**src/rtl/sram_arb_pkg.sv**
```systemverilog
// Shared types and constants for the two-port SRAM arbiter.
package sram_arb_pkg;

  localparam int NUM_PORTS = 2;

  typedef enum logic [1:0] {
    IDLE,
    ACCESS,
    RESP
  } state_e;

endpackage

```
**src/rtl/sram_arbiter_sram.sv**
```systemverilog
// Single-port synchronous SRAM: write on we, registered read data one clock after re.
module sram #(
  parameter int SIZE       = 16,
  parameter int DATA_WIDTH = 32,
  parameter int ADDR_WIDTH = 4
) (
  input  logic                  clk,
  input  logic [ADDR_WIDTH-1:0] addr,
  input  logic                  re,
  input  logic                  we,
  input  logic [DATA_WIDTH-1:0] data_in,
  output logic [DATA_WIDTH-1:0] data_out
);

  logic [DATA_WIDTH-1:0] mem [SIZE];

  // Contents deliberately have no reset so data survives an arbiter reset.
  always_ff @(posedge clk) begin
    if (we) mem[addr] <= data_in;
    if (re) data_out <= mem[addr];
  end

endmodule

```
**src/rtl/sram_arbiter.sv**
```systemverilog
// Two-port round-robin arbiter serializing requests onto one SRAM, fixed 3-cycle turnaround.
module sram_arbiter
  import sram_arb_pkg::*;
#(
  parameter int SIZE       = 16,
  parameter int DATA_WIDTH = 32,
  parameter int ADDR_WIDTH = 4
) (
  input  logic                  clk,
  input  logic                  rst,
  input  logic                  p0_req_valid,
  output logic                  p0_req_ready,
  input  logic                  p0_req_we,
  input  logic [ADDR_WIDTH-1:0] p0_req_addr,
  input  logic [DATA_WIDTH-1:0] p0_req_wdata,
  output logic                  p0_resp_valid,
  output logic [DATA_WIDTH-1:0] p0_resp_rdata,
  input  logic                  p1_req_valid,
  output logic                  p1_req_ready,
  input  logic                  p1_req_we,
  input  logic [ADDR_WIDTH-1:0] p1_req_addr,
  input  logic [DATA_WIDTH-1:0] p1_req_wdata,
  output logic                  p1_resp_valid,
  output logic [DATA_WIDTH-1:0] p1_resp_rdata
);

  logic [NUM_PORTS-1:0]  req_valid;
  logic [NUM_PORTS-1:0]  req_ready;
  logic [NUM_PORTS-1:0]  resp_valid;
  logic                  req_we     [NUM_PORTS];
  logic [ADDR_WIDTH-1:0] req_addr   [NUM_PORTS];
  logic [DATA_WIDTH-1:0] req_wdata  [NUM_PORTS];
  logic [DATA_WIDTH-1:0] resp_rdata [NUM_PORTS];

  assign req_valid    = {p1_req_valid, p0_req_valid};
  assign req_we[0]    = p0_req_we;
  assign req_we[1]    = p1_req_we;
  assign req_addr[0]  = p0_req_addr;
  assign req_addr[1]  = p1_req_addr;
  assign req_wdata[0] = p0_req_wdata;
  assign req_wdata[1] = p1_req_wdata;

  assign p0_req_ready  = req_ready[0];
  assign p1_req_ready  = req_ready[1];
  assign p0_resp_valid = resp_valid[0];
  assign p1_resp_valid = resp_valid[1];
  assign p0_resp_rdata = resp_rdata[0];
  assign p1_resp_rdata = resp_rdata[1];

  state_e                state_q, state_d;
  logic                  owner_q, owner_d;
  logic                  last_grant_q, last_grant_d;
  logic                  we_q, we_d;
  logic [ADDR_WIDTH-1:0] addr_q, addr_d;
  logic [DATA_WIDTH-1:0] wdata_q, wdata_d;

  logic                  winner;
  logic                  sram_we;
  logic                  sram_re;
  logic [DATA_WIDTH-1:0] sram_dout;

  // On a tie the port that did not win last time gets the grant.
  always_comb begin
    winner = req_valid[1];
    if (&req_valid) winner = ~last_grant_q;
  end

  always_comb begin
    state_d      = state_q;
    owner_d      = owner_q;
    last_grant_d = last_grant_q;
    we_d         = we_q;
    addr_d       = addr_q;
    wdata_d      = wdata_q;
    req_ready    = '0;
    unique case (state_q)
      IDLE: begin
        req_ready[winner] = req_valid[winner] & ~rst;
        if (req_ready[winner]) begin
          state_d      = ACCESS;
          owner_d      = winner;
          last_grant_d = winner;
          we_d         = req_we[winner];
          addr_d       = req_addr[winner];
          wdata_d      = req_wdata[winner];
        end
      end
      ACCESS:  state_d = RESP;
      RESP:    state_d = IDLE;
      default: state_d = IDLE;
    endcase
  end

  always_ff @(posedge clk or posedge rst) begin
    if (rst) begin
      state_q      <= IDLE;
      owner_q      <= 1'b0;
      last_grant_q <= 1'b1;
      we_q         <= 1'b0;
      addr_q       <= '0;
      wdata_q      <= '0;
    end else begin
      state_q      <= state_d;
      owner_q      <= owner_d;
      last_grant_q <= last_grant_d;
      we_q         <= we_d;
      addr_q       <= addr_d;
      wdata_q      <= wdata_d;
    end
  end

  assign sram_we = (state_q == ACCESS) &  we_q;
  assign sram_re = (state_q == ACCESS) & ~we_q;

  // Read data is registered in the SRAM, so it lines up with the RESP cycle.
  for (genvar i = 0; i < NUM_PORTS; i++) begin : g_resp
    assign resp_valid[i] = (state_q == RESP) && (owner_q == 1'(i));
    assign resp_rdata[i] = resp_valid[i] ? sram_dout : '0;
  end

  sram #(
    .SIZE       (SIZE),
    .DATA_WIDTH (DATA_WIDTH),
    .ADDR_WIDTH (ADDR_WIDTH)
  ) u_sram (
    .clk      (clk),
    .addr     (addr_q),
    .re       (sram_re),
    .we       (sram_we),
    .data_in  (wdata_q),
    .data_out (sram_dout)
  );

endmodule

```
**config.mk**
```make
export PLATFORM = sky130hd
export DESIGN_NAME = sram_arbiter
export DESIGN_NICKNAME = d
export VERILOG_FILES = /design/src/rtl/sram_arb_pkg.sv /design/src/rtl/sram_arbiter_sram.sv /design/src/rtl/sram_arbiter.sv
export SDC_FILE = /design/constraint.sdc
export NUM_CORES = 1
export LEC_CHECK = 0
export ABC_CLOCK_PERIOD_IN_PS = 3370
export CAP_MARGIN = 40
export CORE_MARGIN = 1
export CORE_UTILIZATION = 50
export DETAILED_ROUTE_END_ITERATION = 7
export PLACE_DENSITY = 0.7
export RECOVER_POWER = 25
export SYNTH_ARGS = -nofsm -noshare
export SYNTH_HDL_FRONTEND = slang
export SYNTH_SLANG_ARGS = --single-unit
```
**constraint.sdc**
```tcl
create_clock -name clk -period 3.37 [get_ports clk]
set_input_delay 0.674 -clock clk [delete_from_list [all_inputs] [get_ports clk]]
set_output_delay 0.674 -clock clk [all_outputs]
set_load 0.02 [all_outputs]
```
==> results of run 1 <==
==> cell usage after synthesis, types with 2 or more instances <==
master / n / area, um^2
sky130_fd_sc_hd__nor2b_1: 4 / 25.02
sky130_fd_sc_hd__a21oi_1: 2 / 10.01
sky130_fd_sc_hd__dfrtp_1: 40 / 1001
sky130_fd_sc_hd__a22oi_1: 64 / 480.5
sky130_fd_sc_hd__nand4b_1: 2 / 17.52
sky130_fd_sc_hd__buf_2: 21 / 105.1
sky130_fd_sc_hd__a221o_1: 37 / 370.4
sky130_fd_sc_hd__mux4_2: 128 / 2883
sky130_fd_sc_hd__nand2b_1: 3 / 18.77
sky130_fd_sc_hd__and2_1: 66 / 412.9
sky130_fd_sc_hd__edfxtp_1: 544 / 16340
sky130_fd_sc_hd__nand2_1: 34 / 127.6
sky130_fd_sc_hd__nor3_1: 4 / 20.02
sky130_fd_sc_hd__and3_1: 2 / 12.51
sky130_fd_sc_hd__a21boi_0: 37 / 277.8
sky130_fd_sc_hd__nor2_1: 15 / 56.30
sky130_fd_sc_hd__clkbuf_1: 40 / 150.1
sky130_fd_sc_hd__buf_6: 9 / 101.4
==> logic make-up (layout without fill, tap and decap cells) <==
logic type             after synthesis  in the layout  share of synthesized area, %
buffers and inverters               71            297                         1.603
AND/OR/NAND/NOR                    136            136                         3.294
multiplexers                       128            128                         12.82
other                                0              1                             0
AO/OA/AOI/OAI                      140            140                         5.064
flip-flops                         585            585                         77.22
==> metal layers <==
metal | track usage (%) | part of all wire, % | vias up
met2 | 37.35 | 50 | 464
met4 | 7.119 | 2.5 | 0
li1 | - | - | 4774
met1 | 30.15 | 40 | 5922
met5 | 0 | 0 | -
met3 | 4.085 | 7.1 | 85
==> layout make-up <==
type / count / share of cell area, %
flip-flops and latches: 585 / 64.87
multi-input cells: 404 / 18.47
well taps: 592 / 2.766
repair buffers: 192 / 7.378
clock inverters: 37 / 1.023
clock buffers: 67 / 5.467
diodes: 1 / 0.009345
inverters: 1 / 0.01402
==> metrics by stage <==
stage               hold slack, ns  total power, W  instance area [um^2]  instances  setup slack, ns
CTS                         0.5462         0.01824                 26770       1877          0.06877
global placement            0.5137         0.01223                 25030       1773          0.07962
finish                      0.5491         0.01813                 26780       1879           0.1111
detailed placement          0.5251         0.01233                 25030       1773          0.07735
global route                0.5648         0.01874                 26770       1878          0.05204
floorplan                   0.4775         0.01120                 22510       1060           0.4924
==> critical path, cell delays in order <==
cell                              delay [ns]
sky130_fd_sc_hd__clkdlybuf4s50_1        0.57
sky130_fd_sc_hd__nor3_4                 0.38
sky130_fd_sc_hd__and3_4                 0.32
sky130_fd_sc_hd__clkdlybuf4s50_1        0.63
==> layout by cell type, fill, tap and decap left out, types with 2 or more instances in the layout <==
master / synthesis / final
sky130_fd_sc_hd__clkbuf_16: 0 / 57
sky130_fd_sc_hd__and2_1: 66 / 66
sky130_fd_sc_hd__nand2_1: 34 / 34
sky130_fd_sc_hd__buf_4: 0 / 32
sky130_fd_sc_hd__nor3_4: 0 / 5
sky130_fd_sc_hd__clkinv_1: 0 / 20
sky130_fd_sc_hd__nand2b_1: 3 / 3
sky130_fd_sc_hd__dfrtp_4: 0 / 2
sky130_fd_sc_hd__clkinv_2: 0 / 9
sky130_fd_sc_hd__a221o_1: 37 / 37
sky130_fd_sc_hd__bufinv_16: 0 / 4
sky130_fd_sc_hd__nor2b_4: 0 / 3
sky130_fd_sc_hd__a21oi_1: 2 / 2
sky130_fd_sc_hd__buf_12: 0 / 14
sky130_fd_sc_hd__mux4_2: 128 / 128
sky130_fd_sc_hd__nor2_4: 0 / 13
sky130_fd_sc_hd__inv_6: 0 / 2
sky130_fd_sc_hd__clkbuf_1: 40 / 11
sky130_fd_sc_hd__nand4b_1: 2 / 2
sky130_fd_sc_hd__dfrtp_1: 40 / 38
sky130_fd_sc_hd__clkdlybuf4s50_1: 0 / 145
sky130_fd_sc_hd__nor2_1: 15 / 2
sky130_fd_sc_hd__a21boi_0: 37 / 37
sky130_fd_sc_hd__edfxtp_1: 544 / 544
sky130_fd_sc_hd__a22oi_1: 64 / 64
==> power groups by stage <==
| stage | sequential (W) | clock, W | combinational [W] |
|---|---|---|---|
| after global placement | 0.00952 | 0 | 0.00271 |
| after global routing | 0.00950 | 0.00632 | 0.00292 |
| final | 0.00943 | 0.00597 | 0.00273 |
| after CTS | 0.00942 | 0.00605 | 0.00277 |
| after floorplan | 0.00920 | 0 | 0.00200 |
| after detailed placement | 0.00958 | 0 | 0.00275 |
==> repair_timing <==
| item | CTS | global route |
|---|---|---|
| gates resized for setup | 1 | 1 |
| buffers inserted | 0 | 1 |
| pin swaps | 0 | 1 |
| cloned | 0 | 0 |
| endpoints found under the setup margin | 28 | 1 |
==> sequential cells by signal, indices dropped and copies added (netlist names) <==
register / count
last_grant_q: 1
we_q: 1
owner_q: 1
u_sram.data_out: 32
u_sram.mem: 512
wdata_q: 32
state_q: 2
addr_q: 4
==> how the worst max path moves through the flow <==
stage / startpoint / end / cells past startpoint
final: rst / p0_req_ready / 4
after global placement: rst / p0_req_ready / 4
after floorplan: addr_q[1] / u_sram.mem[13][0] / 5
after global routing: rst / p0_req_ready / 4
after detailed placement: rst / p0_req_ready / 4
after CTS: rst / p0_req_ready / 4
==> impl_metrics.toml, run 1 <==
[finish]
layout.filler_cells = 3146
final_core_util_pct = 60.42
drive_gt1_share_pct = 21.54
final-seq-area_mm2 = 0.01737
multi_input_area_mm2 = 0.004946
nNetsFinal = 1318
area_delta_synth_final_pct = 19.09

[die]
die_width_um = 214.1
fp-row-count = 77
i_o_pin_count = 146
dieHeight_um = 214.1
floorplan.die_area_mm2 = 0.04582
placeable_core_region_mm2 = 0.04432
initial_core_util_pct = 50.74

[power_and_ir_drop]
switchingPower_w = 0.004633
power.internal_w = 0.01350
netSwitchingFraction_pct = 25.55
cellPowerDensity_mw_per_mm2 = 677.1
total_leakage_power_nw = 8.630
relative_contribution_of_the_clock_network_to_total_power_pct = 33.0
power.ir.vdd_worst_mv = 0.3753
seq_power_share_pct = 52.0
share_comb_of_total_power_pct = 15.0

[synthesis]
synth_warnings = 0
yosysSeqAreaShare_pct = 77.22
synthDistinctLibCells = 26
synthArstFlopShare_pct = 7.009
synth_top_flop_cell = "sky130_fd_sc_hd__edfxtp_1"
edff_count_synth = 544
synth.net_count = 1138
synth_seq_cells = 585
syn_area_mm2 = 0.02249
syn-mean-instance-area_um2 = 21.21
syn_inst = 1060

[routing]
routed_via_density = 5.985
postRouteWirelength_mm = 50.74
remaining_drc_errors = 0
antenna_violating_nets_post_route = 0
detail_route.first_pass.iterations = 5
routed_wire_length_per_instance_um = 27.00
detail_route.iter0.violations = 991
num_vias = 11250

[global_route]
grt_first_pass_wirelength_mm = 75.13
global_route.usage.total_pct = 22.39
first_global_vias = 11710
overflow = 0
grt_max_degree = 73
number_of_antenna_violations_at_the_first_check_in_global_routing = 0

[sta]
maximum_achievable_frequency_mhz = 306.8
max_slew.worst_pin.slew_ns = 0.7286
timing.final.crit_share_pct = 96.70
hold_viol_final = 0
worst_max_slew_margin_expressed_relative_to_the_limit_pct = 51.43
setup_viol_count_final = 0
rsz0062_at_grt = "false"
layout_min_cycle_time_ns = 3.259
setup-tns-final_ns = 0
clock-skew-final_ns = 0.01618
final_max_slew_viol_count = 0

[clock_tree]
cts-root-to-sink-buffers = 3
number_of_h_tree_branching_levels = 2
cts.sinks = 585
clk_pin_slew_worst_paths_ns = 0.06
cts_hold_buffers = 0
ctsRootBufferMaster = "sky130_fd_sc_hd__clkbuf_16"
cts_buffers = 56
clock_tree_from_tritoncts = "done"
clk-insertion-delay-late_ns = 0.59

[worst_hold_path]
hold_class = "flip-flop to flip-flop"
number_of_cells_on_the_worst_hold_path = 2
holdPathEnd = "owner_q"
startpoint_of_the_most_critical_hold_path = "owner_q"

[critical_path]
setup.reg_to_reg.worst_slack_ns = 0.82
timing.rr.end = "u_sram.data_out[31]"
endpoint_kind = "primary output"
regToRegStartpoint = "addr_q[0]"
arrival_ns = 2.58
critical_path_peak_fanout = 4
worstSetupStartpointType = "primary input"
criticalPathCategory = "primary input to primary output"
worst_r2r_path_depth = 4
cp.required_ns = 2.70

[place]
place.gp.congestion = 0.7077
io_buffer_count = 145
detailedPlacementHpwl_mm = 27.65

[outcome]
status = "complete, no violations"

[job]
cap_violations = 0
Note: power is estimated with default switching activity, not from simulation.
==> inputs of run 2 (changes only) <==
--- a/config.mk
+++ b/config.mk
@@ -14,4 +14,5 @@
 export RECOVER_POWER = 25
 export SYNTH_ARGS = -nofsm -noshare
 export SYNTH_HDL_FRONTEND = slang
+export SYNTH_HIERARCHICAL = 1
 export SYNTH_SLANG_ARGS = --single-unit
==> run 2 against run 1 <==
Non-clock buffer count grew 5; power grew 0.85%; hold slack gained 0.017 ns; cell count grew 2.3%; clock-buffer cell count grew 25; die area grew 1.1%; critical path depth is the same; clock skew shrank 0.0020 ns; core utilization grew 0.39 points; critical endpoint is now p1_req_ready; largest power group unchanged.
==> impl_metrics.toml, run 2 <==
[clock_tree]
cts_buffers = 56
clk_pin_slew_worst_paths_ns = 0.06
number_of_h_tree_branching_levels = 2
clk-insertion-delay-late_ns = 0.59
post_cts.repair.setup_buffers = 0
ctsResizeCount = 0
clock_tree_from_tritoncts = "done"
ctsRootBufferMaster = "sky130_fd_sc_hd__clkbuf_16"
cts-root-to-sink-buffers = 3
cts.sinks = 585
cts_hold_buffers = 0

[job]
cap_violations = 0

[synthesis]
synth_seq_cells = 585
synth.net_count = 1178
edff_count_synth = 544
synth_top_flop_cell = "sky130_fd_sc_hd__edfxtp_1"
synth_area_leader_cell = "sky130_fd_sc_hd__edfxtp_1"
syn-mean-instance-area_um2 = 20.66
synthArstFlopShare_pct = 7.009
portion_of_synthesized_cell_area_occupied_by_the_leading_cell_type_pct = 71.88
most_instantiated_library_cell_after_synthesis = "sky130_fd_sc_hd__edfxtp_1"
synthDistinctLibCells = 28
syn_area_mm2 = 0.02273
synth_top_cells_by_count = "sky130_fd_sc_hd__edfxtp_1, sky130_fd_sc_hd__mux4_2, sky130_fd_sc_hd__nand2_1"
syn_inst = 1100
synth_warnings = 6
synth_top_cells_by_area = "sky130_fd_sc_hd__edfxtp_1, sky130_fd_sc_hd__mux4_2, sky130_fd_sc_hd__dfrtp_1"
yosysSeqAreaShare_pct = 76.40

[power_and_ir_drop]
seq_power_share_pct = 51.6
share_comb_of_total_power_pct = 14.7
cellPowerDensity_mw_per_mm2 = 675.6
netSwitchingFraction_pct = 25.09
switchingPower_w = 0.004587
total_leakage_power_nw = 8.768
power.ir.vdd_worst_mv = 0.4363
relative_contribution_of_the_clock_network_to_total_power_pct = 33.7
power.internal_w = 0.01370

[sta]
hold_viol_final = 0
clock-skew-final_ns = 0.01418
post-route-worst-setup-slack_ns = 0.1428
timing.hold.ws_ns = 0.5660
rsz0062_at_grt = "false"
final_max_slew_viol_count = 0
timing.final.crit_share_pct = 95.76
maximum_achievable_frequency_mhz = 309.9
setup-tns-final_ns = 0
worst_max_slew_margin_expressed_relative_to_the_limit_pct = 37.86
layout_min_cycle_time_ns = 3.227
max_slew.worst_pin.slew_ns = 0.9311
setup_viol_count_final = 0

[critical_path]
arrival_ns = 2.55
worst_path_largest_cell_delay_ns = 0.65
endpoint_kind = "primary output"
cp.required_ns = 2.70
critical_path_peak_fanout = 3
worstSetupStartpointType = "primary input"
worstPathCellList = "dlygate4sd3_1 -> nor3_2 -> and3_2 -> clkdlybuf4s50_1"
criticalPathCategory = "primary input to primary output"
crit_slowest_cell = "sky130_fd_sc_hd__clkdlybuf4s50_1"

[global_route]
global_route.usage.total_pct = 22.95
grt_first_pass_wirelength_mm = 77.62
overflow = 0
first_global_vias = 12190
grt_max_degree = 86
number_of_antenna_violations_at_the_first_check_in_global_routing = 0

[finish]
nNetsFinal = 1362
area_delta_synth_final_pct = 19.09
mostFrequentLayoutCell = "sky130_fd_sc_hd__edfxtp_1"
top_regs = "u_sram/mem x512, u_sram/data_out x32, wdata_q x32"
most_frequent_cells_in_the_layout = "sky130_fd_sc_hd__edfxtp_1, sky130_fd_sc_hd__clkdlybuf4s50_1, sky130_fd_sc_hd__mux4_2"
largest_reg_flops = 512
n_antenna_cell = 0
drive_gt1_share_pct = 23.91
regMostFlops = "u_sram/mem"
final_design_area_no_fill_mm2 = 0.02707

[die]
placeable_core_region_mm2 = 0.04451
floorplan.die_area_mm2 = 0.04631
dieHeight_um = 215.2
die_width_um = 215.2
i_o_pin_count = 146
fp-row-count = 77
initial_core_util_pct = 51.06

[worst_hold_path]
hold_class = "flip-flop to flip-flop"

[routing]
num_vias = 11590
antenna_violating_nets_post_route = 0
detail_route.first_pass.iterations = 5
postRouteWirelength_mm = 51.84
routed_wire_length_per_instance_um = 26.97
remaining_drc_errors = 0
detail_route.iter0.violations = 937
routed_via_density = 6.032

[place]
place.gp.congestion = 0.7353
io_buffer_count = 145
postPlaceCellArea_mm2 = 0.02526
pre_cts_ws_ns = 0.2495
detailedPlacementHpwl_mm = 29.49

[outcome]
status = "complete, no violations"
-- run 2: changes by cell type after synthesis, sizes merged, moves of 5 or more --
cell | previous run | this run
a21boi | 37 | 0
buf | 30 | 36
clkbuf | 40 | 35
nand2 | 34 | 71
nor3 | 5 | 42
-- run 2: area by class of cell --
type | count | area, um^2
Fill cell | 3174 | 17440
Sequential cell | 585 | 17370
Multi-Input combinational cell | 441 | 5122
Timing Repair Buffer | 197 | 2012
Clock buffer | 92 | 1648
Tap cell | 592 | 740.7
Clock inverter | 12 | 161.4
Inverter | 3 | 11.26
-- run 2: worst max-delay path, delay by kind of cell --
kind	cells	cell delay (ns)
buf+inv	2	1.23
simple gates	2	0.64
-- run 2: final timing paths --
| path | slack (ns) | from | cells after the start | to |
|---|---|---|---|---|
| max | 0.14 | rst | 4 | p1_req_ready |
| min | 0.57 | owner_q | 1 | owner_q |
| max reg2reg | 0.76 | addr_q[0] | 4 | u_sram/data_out[4] |
| min reg2reg | 0.57 | owner_q | 1 | owner_q |
| max in group asynchronous | 1.66 | rst | 3 | wdata_q[9] |
| min in group asynchronous | 0.80 | rst | 2 | wdata_q[25] |
-- run 2: metrics by stage --
step / utilization, % / cells / total power [W]
2_1_floorplan: - / 1100 / 0.01120
3_3_place_gp: 56.74 / 1818 / 0.01223
3_5_place_dp: 56.74 / 1818 / 0.01231
4_1_cts: 60.81 / 1922 / 0.01844
5_1_grt: 60.81 / 1922 / 0.01893
6_report: 60.81 / 1922 / 0.01828
-- run 2: power groups by stage --
| stage | sequential, W | clock, W | combinational (W) |
|---|---|---|---|
| finish | 0.00943 | 0.00616 | 0.00270 |
| global route | 0.00951 | 0.00655 | 0.00288 |
| CTS | 0.00943 | 0.00626 | 0.00274 |
| detailed placement | 0.00958 | 0 | 0.00272 |
| global placement | 0.00953 | 0 | 0.00270 |
| floorplan | 0.00921 | 0 | 0.00199 |
-- run 2: metal layers --
layer | GRT usage [%] | routed length [um] | vias to the layer above
met5 | 0 | 0 | -
met4 | 6.241 | 1120 | 0
met2 | 38.71 | 26670 | 469
met1 | 31.31 | 20440 | 6146
met3 | 3.567 | 3620 | 78
li1 | - | - | 4901
-- run 2: cells by family (layout without fill, tap and decap cells) --
logic type	Yosys count	after routing	share of synthesized area, %
compound gates	104	104	3.832
flops	585	585	76.40
mux	128	128	12.68
simple gates	209	209	5.307
buf+inv	74	304	1.778
